## src/rtl/data_cache_controller.sv

```systemverilog
`default_nettype none
// ============================================================================
// Module   : data_cache_controller
// Purpose  : Direct-mapped, write-through, no-write-allocate data cache with
//            4-word lines, a single-cycle CPU port and a request/ack memory port.
// Options  : CACHE_STATS_EN enables the HitCount/MissCount statistics counters.
// Revision : 1.0 - initial release
// ============================================================================
module data_cache_controller #(
  parameter int INDEX_BITS = 5
) (
  input  logic        CLK,
  input  logic        RST,
  input  logic [31:0] ALUResult,
  input  logic [31:0] WriteData,
  input  logic        MemRead,
  input  logic        MemWrite,
  output logic [31:0] ReadData,
  output logic        Stall,
  output logic        MemReq,
  output logic        MemWe,
  output logic [31:0] MemAddr,
  output logic [31:0] MemWData,
  input  logic [31:0] MemRData,
  input  logic        MemAck,
  output logic [31:0] HitCount,
  output logic [31:0] MissCount
);

  localparam int c_NUM_LINES = 1 << INDEX_BITS;
  localparam int c_TAG_BITS  = 32 - INDEX_BITS - 4;

  typedef enum logic [1:0] {
    S_IDLE  = 2'd0,
    S_FILL  = 2'd1,
    S_WRITE = 2'd2
  } state_t;

  state_t                  r_state;
  logic [c_NUM_LINES-1:0]  r_valid;
  logic [c_TAG_BITS-1:0]   r_tag  [c_NUM_LINES];
  logic [31:0]             r_data [c_NUM_LINES][4];
  logic [1:0]              r_cnt;
  logic [31:2]             r_addr;
  logic [31:0]             r_wdata;

  logic [c_TAG_BITS-1:0]   w_tag;
  logic [INDEX_BITS-1:0]   w_index;
  logic [1:0]              w_word;
  logic                    w_hit;
  logic [c_TAG_BITS-1:0]   w_l_tag;
  logic [INDEX_BITS-1:0]   w_l_index;
  logic                    w_unused;

  assign w_tag     = ALUResult[31:INDEX_BITS+4];
  assign w_index   = ALUResult[INDEX_BITS+3:4];
  assign w_word    = ALUResult[3:2];
  assign w_hit     = r_valid[w_index] && (r_tag[w_index] == w_tag);
  assign w_l_tag   = r_addr[31:INDEX_BITS+4];
  assign w_l_index = r_addr[INDEX_BITS+3:4];
  assign w_unused  = ^ALUResult[1:0];

  always_ff @(posedge CLK or negedge RST) begin
    if (!RST) begin
      r_state <= S_IDLE;
      r_valid <= '0;
      r_cnt   <= 2'd0;
      r_addr  <= '0;
      r_wdata <= '0;
    end else begin
      case (r_state)
        S_IDLE: begin
          if (MemWrite) begin
            r_state <= S_WRITE;
            r_addr  <= ALUResult[31:2];
            r_wdata <= WriteData;
          end else if (MemRead && !w_hit) begin
            // The victim line is invalidated up front so a half-written line
            // can never be mistaken for the old contents.
            r_state          <= S_FILL;
            r_cnt            <= 2'd0;
            r_addr           <= ALUResult[31:2];
            r_valid[w_index] <= 1'b0;
          end
        end
        S_FILL: begin
          if (MemAck) begin
            r_cnt <= r_cnt + 2'd1;
            if (r_cnt == 2'd3) begin
              r_valid[w_l_index] <= 1'b1;
              r_state            <= S_IDLE;
            end
          end
        end
        S_WRITE: begin
          if (MemAck) begin
            r_state <= S_IDLE;
          end
        end
        default: r_state <= S_IDLE;
      endcase
    end
  end

  // Data and tag storage carry no reset; validity alone qualifies them.
  always_ff @(posedge CLK) begin
    if (r_state == S_IDLE && MemWrite && w_hit) begin
      r_data[w_index][w_word] <= WriteData;
    end
    if (r_state == S_FILL && MemAck) begin
      r_data[w_l_index][r_cnt] <= MemRData;
      if (r_cnt == 2'd3) begin
        r_tag[w_l_index] <= w_l_tag;
      end
    end
  end

  // Outputs are gated by reset so that a mid-transaction reset drops them at once.
  always_comb begin
    ReadData = 32'd0;
    Stall    = 1'b0;
    MemReq   = 1'b0;
    MemWe    = 1'b0;
    MemAddr  = 32'd0;
    MemWData = 32'd0;
    if (RST) begin
      case (r_state)
        S_IDLE: begin
          if (MemWrite) begin
            Stall = 1'b1;
          end else if (MemRead) begin
            if (w_hit) begin
              ReadData = r_data[w_index][w_word];
            end else begin
              Stall = 1'b1;
            end
          end
        end
        S_FILL: begin
          MemReq  = 1'b1;
          Stall   = 1'b1;
          MemAddr = {r_addr[31:4], r_cnt, 2'b00};
        end
        S_WRITE: begin
          MemReq   = 1'b1;
          MemWe    = 1'b1;
          MemAddr  = {r_addr[31:2], 2'b00};
          MemWData = r_wdata;
          Stall    = ~MemAck;
        end
        default: ;
      endcase
    end
  end

`ifdef CACHE_STATS_EN
  logic [31:0] r_hit_cnt;
  logic [31:0] r_miss_cnt;

  always_ff @(posedge CLK or negedge RST) begin
    if (!RST) begin
      r_hit_cnt  <= 32'd0;
      r_miss_cnt <= 32'd0;
    end else if (r_state == S_IDLE && MemRead && !MemWrite) begin
      if (w_hit) begin
        r_hit_cnt <= r_hit_cnt + 32'd1;
      end else begin
        r_miss_cnt <= r_miss_cnt + 32'd1;
      end
    end
  end

  assign HitCount  = r_hit_cnt;
  assign MissCount = r_miss_cnt;
`else
  assign HitCount  = 32'd0;
  assign MissCount = 32'd0;
`endif

endmodule
`default_nettype wire

```

## config.mk

```make
export PLATFORM = sky130hd
export DESIGN_NAME = data_cache_controller
export DESIGN_NICKNAME = d
export VERILOG_FILES = /design/src/rtl/data_cache_controller.sv
export SDC_FILE = /design/constraint.sdc
export NUM_CORES = 2
export LEC_CHECK = 0
export CAP_MARGIN = 20
export CORE_UTILIZATION = 50
export DETAILED_ROUTE_END_ITERATION = 8
export PLACE_DENSITY = 0.66
export SYNTH_ARGS = -nofsm -noshare
export SYNTH_HDL_FRONTEND = slang
export SYNTH_MEMORY_MAX_BITS = 65536
export SYNTH_SLANG_ARGS = --single-unit
```

## constraint.sdc

```tcl
create_clock -name CLK -period 9.7 [get_ports CLK]
set_input_delay 1.94 -clock CLK [delete_from_list [all_inputs] [get_ports CLK]]
set_output_delay 1.94 -clock CLK [all_outputs]
set_load 0.005 [all_outputs]
```

Yosys cells after proc, flatten, opt, wreduce, memory -nomap -nowiden. Memories as Yosys holds them, arrays and structs flattened. Index checks and enable logic that the tools add are counted.

Mux-type cells: 58. Reduce and logical (&&, ||, !) cells: 20. Divide/modulo/power cells: 0. Equal/unequal tests: 10. Order comparisons: 8. Add/sub/neg operators: 1. Multipliers: 0. Shift-type cells: 0. Bitwise gates (word level): 6.

Operators with widths (number): two-way mux 128 bit (4); two-way mux 32 bit (16); demux 32 bit (select 2 bit) (2); case mux 32 bit (2 select lines) (2); OR reduction 128 bit (1); binary-select mux 32 bit (select 2 bit) (1); two-way mux 30 bit (2); AND 32 bit (1); inverter 32 bit (1); bitwise OR 32 bit (1); equality test 23 bit (1); two-way mux 1 bit (16); two-way mux 2 bit (8); < comparator 5 x 6 -> 1 bit (second input constant) (2); demux 1 bit (select 5 bit) (2); >= comparator 5 x 1 -> 1 bit (second input constant) (2); != test 2 bit (second input constant) (5); logical AND 1 bit (9); AND reduction 4 bit (2); >= comparator 3 bit (second input constant) (2); < comparator 3 x 1 -> 1 bit (second input constant) (2); inverter 2 -> 3 bit (2); case mux 2 bit (3 select lines) (1); binary-select mux 1 bit (select 5 bit) (1); 14 further kinds (17).

Memory bits (writable): 4832. Memory bits (read-only): 0. Bits in latches: 0. Output and inout port bits: 163. Input port bits: 101. Logic and storage cells: 110. Memories kept: 2. Flip-flop bits (word level): 98.

Memory list: r_data (depth 32, width 128, read ports 1, clocked after Yosys merged registers in 0, write ports 1, RTL line 42) `logic [31:0] r_data [c_NUM_LINES][4];`; r_tag (depth 32, width 23, read ports 1, clocked after Yosys merged registers in 0, write ports 1, RTL line 41) `logic [c_TAG_BITS-1:0] r_tag [c_NUM_LINES];`.

Logic depth before layout (Yosys ltp).
Depth in word-level cells: 9. Depth in mapped cells: 17. Gate-level depth less buffers: 9.

Worst setup path before layout. No wires, ideal clock.

Path type: input port to output port. Start point: input port ALUResult[4]. End point: output port ReadData[10]. Path buffers: 6. Arrival: 4.938 ns. Stages: 15. Data required time: 7.760 ns. Setup slack: 2.822 ns. Cell sequence: clkbuf_1 buf_2 buf_2 buf_2 mux2i_1 o22ai_1 nor4_1 a21oi_1 nand4b_1 nor4_4 nand3_1 or2_1 clkbuf_1 buf_2 a211oi_1.

Word-level cells in the longest chain between the ends: 9. Elaborated cells between the ends (all ways): 14. Those cells by class: eq/ne (1); mux (10); reduce/logical (1); memory (2).

RTL lines: from (decl) (RTL line 14) `input logic [31:0] ALUResult,`; memory (32 x 128 bit); binary-select mux 32 bit (select 2 bit) (RTL line 133) `ReadData = r_data[w_index][w_word];`; two-way mux 32 bit (not written as such) (2 in a row) (RTL line 133); two-way mux 32 bit (*) (RTL line 132) `if (w_hit) begin`; two-way mux 32 bit (*) (RTL line 131) `end else if (MemRead) begin`; two-way mux 32 bit (*) (RTL line 129) `if (MemWrite) begin`; two-way mux 32 bit (*) (RTL line 127) `case (r_state)`; two-way mux 32 bit (*) (RTL line 126) `if (RST) begin`; to (decl) (RTL line 18) `output logic [31:0] ReadData,`.

Every way passes the cells marked *; elsewhere a longest branch is shown, timed or not. The select of a mux whose other input is x is not followed.

Final worst setup path.
Start point: input port ALUResult[7]. End point: output port ReadData[6].

The elaborated chain is that of the path after synthesis.

==> metrics.md <==
| Metric | Value |
|---|---|
| PwrDens | `220 mW/mm2` |
| Static leakage | `67.7 nW` |
| Chip width | `615 um` |
| Seq/Total Area, Yosys | `78.5%` |
| Final period utilization | `98.4%` |
| Hold endpoint | `r_addr[3]` |
| Via count | `97,635` |
| Crit path max fanout | `32` |
| Top-area cell type share of the netlist area | `77.2%` |
| Post-synth EDFFs | `4,832` |
| # Max-Cap Violations | `0` |
| Minimum hold slack | `0.493 ns` |
| Slew HR | `20.1%` |
| Non-filler cells in the finished layout | `14,656` |
| Sequential share of power | `53.7%` |
| R2r startpoint | `r_state[1]` |
| First-pass iteration count of the detailed router | `6` |
| DRT Wirelength | `539,000 um` |
| Outcome | `finished clean` |
| Unrepaired setup endpoints after global routing | `no` |
| RD Place Congestion | `0.846` |
| Port Buffers | `195` |
| Clock share of power | `38.0%` |
| Total grt overflow | `0` |
| Worst EP required | `7.76 ns` |
| Sink Count | `4,930` |
| Setup WS post-layout | `0.153 ns` |
| Placed cells | `13,763` |
| Syn Inst Count | `8,593` |
| R2R Path End | `r_data[1][104]` |
| CP Data Arrival Time | `7.61 ns` |
| Count of final setup violators | `0` |
| NetSw | `11.2 mW` |
| Total CTS buffers | `477` |
| Async S/R FF share, synth | `1.99%` |
| Total Routing Usage GR | `28.1%` |
| Fmax | `105 MHz` |
| Hold depth | `1` |
| Worst Tran Pin Value | `1.19 ns` |
| Average vias per placed instance | `6.66` |
| Fin. Hold Viols | `0` |
| HP Class | `reg2reg` |
| Yosys warnings | `0` |
| Initial DRC count | `14,337` |
| Chip height | `615 um` |
| Hold Crit Start | `r_addr[3]` |
| Final ANT Viol Nets | `0` |
| WS Path Type | `in2out` |
| Number of synthesized register bits | `4,930` |
| CORE AREA | `0.373 mm2` |
| Via count of the first global-routing pass | `95,817` |
| Final setup skew | `0.0881 ns` |
| Cell taking the most area after synthesis | `edfxtp_1` |
| Initial antenna violation count | `23` |
| Final core utilization | `57.6%` |
| Drt wl/cell | `36.7 um` |
| R2R Setup Slk | `3.78 ns` |
| P&R area growth vs syn | `14.4%` |
| Ports | `264` |
| CP Launch Type | `input port` |
| Synthesized area | `0.188 mm2` |
| Layout cells sized above 1 | `25.8%` |
| FILL cells | `26,561` |
| CTS root buf | `clkbuf_16` |
| Worst Setup End Kind | `output port` |
| Net Sw Frac | `23.6%` |
| Htree depth | `5` |
| Share of total power in combinational logic | `8.2%` |
| Average cell area after synthesis | `21.9 um2` |
| Initial Util | `50.4%` |
| Final setup TNS | `0 ns` |
| Pre-CTS setup slack | `0.146 ns` |
| Depth of the most critical reg-to-reg path | `10` |
| VDD IR max | `0.176 mV` |
| DIE AREA | `0.378 mm2` |
| Cell variety after synth | `62` |
| HPWL after DPL | `297,000 um` |
| Clock Path Buffers | `4` |
| Pin count of the biggest net entering global routing | `131` |
| Clk_lat worst skew | `1.02 ns` |
| Synth top area cells | `edfxtp_1, mux4_2, mux2i_1, o22ai_1, dfrtp_1` |
| Main synth FF type | `edfxtp_1` |
| DRC violations left | `0` |
| Max-slew violation count | `0` |
| Cell Int Power | `36.1 mW` |
| TritonCTS clock tree | `done` |
| Clk slew on worst S/H paths | `0.05 ns` |
| Final min period | `9.55 ns` |
| Row count | `224` |
| Global-route wire length before repair | `744,000 um` |
| # nets final | `9,390` |
power groups by stage:
stage	combinational, mW	sequential, mW	clock [mW]
after floorplan	1.92	25.8	0
after global placement	3.59	25.8	0
after detailed placement	3.73	25.9	0
after CTS	3.74	25.4	18.1
after global routing	4.05	25.4	18.9
final	3.89	25.4	18.0
logic make-up after synthesis:
| family | after synthesis | share of synthesized area (%) |
|---|---|---|
| AO/OA/AOI/OAI | 903 | 3.25 |
| adder cells (fa/ha/maj) | 8 | 0.0533 |
| buffers and inverters | 588 | 1.48 |
| flip-flops | 4930 | 78.5 |
| multiplexers | 1463 | 14.7 |
| other | 1 | 0.00200 |
| AND/OR/NAND/NOR | 700 | 1.97 |
worst max-delay path by stage:
stage	start	end	slack, ns
after detailed placement	ALUResult[7]	ReadData[6]	0.15
after CTS	ALUResult[7]	ReadData[6]	0.11
after global placement	ALUResult[7]	ReadData[2]	0.14
final	ALUResult[7]	ReadData[6]	0.15
after floorplan	ALUResult[4]	ReadData[10]	2.82
after global routing	ALUResult[7]	ReadData[17]	0.19
layer usage:
metal	vias up	wire (um)	global-route usage, %	share of wire (%)
li1	37919	-	-	-
met1	51993	196000	38.0	36
met2	6597	257000	44.7	48
met3	1116	60400	5.84	11
met4	10	25800	11.7	4.8
met5	-	57	0	0.011
cells in the mapped netlist, drive strengths merged, types with 7 or more instances:
cell type and instances:
a211oi 64, a21o 11, a21oi 70, a31oi 19, and2 40, and3 48
buf 279, clkbuf 300, dfrtp 98, edfxtp 4832, ha 8, inv 9
mux2 62, mux2i 369, mux4 1032, nand2 153, nand2b 7, nand3 24
nand4 17, nand4b 7, nor2 177, nor4 178, o21ai 8, o221ai 65
o22a 64, o22ai 574, o2bb2ai 12
flip-flops by register name, summed over array words and instances (netlist names):
signal   flops
r_data    4096
r_tag      736
r_valid     32
r_wdata     32
r_addr      30
r_cnt        2
r_state      2
layout by cell type (no fill, tap or decap), types with 100 or more instances in the layout:
cell type and instances:
clkinv_1 100, mux2i_1 369, clkbuf_16 483, nand2_1 119, edfxtp_1 4832, o22ai_1 574
nor2_4 160, mux4_2 1032, buf_4 463, clkdlybuf4s50_1 190, nor4_1 155, clkbuf_1 121
worst max-delay path, cell delays in order:
cell and delay [ns]:
clkdlybuf4s50_1 0.84, buf_4 0.25, nand4b_1 0.63, buf_12 0.45
o22ai_1 0.19, nor4_1 0.08, a21boi_0 0.20, o211ai_1 0.34
nor4_2 0.65, buf_4 0.20, nand3_1 0.15, or2_2 0.39
buf_12 0.20, a211oi_1 0.35, buf_4 0.18, clkdlybuf4s50_1 0.49
through the flow:
step | area, um2 | power, mW
after detailed placement | 200000 | 29.6
final | 215000 | 47.2
after CTS | 215000 | 47.3
after global placement | 200000 | 29.4
after global routing | 215000 | 48.4
after floorplan | 188000 | 27.7
what timing repair did:
action | 4_1_cts | 5_1_grt
hold buffers | 0 | 0
setup buffers | 0 | 0
resized for setup | 0 | 1
setup endpoints to repair | 0 | 2
cell type report:
cell class	count	area [um2]	area share [%]
Multi-Input combinational cell	3140	39400	18.3
Timing Repair Buffer	723	6750	3.14
Antenna cell	18	45.0	0.0210
Clock inverter	253	2340	1.09
Clock buffer	611	12600	5.88
Sequential cell	4930	148000	68.6
Inverter	9	33.8	0.0157
Tap cell	4972	6220	2.89
No activity file was read; power rests on OpenSTA's default activity.
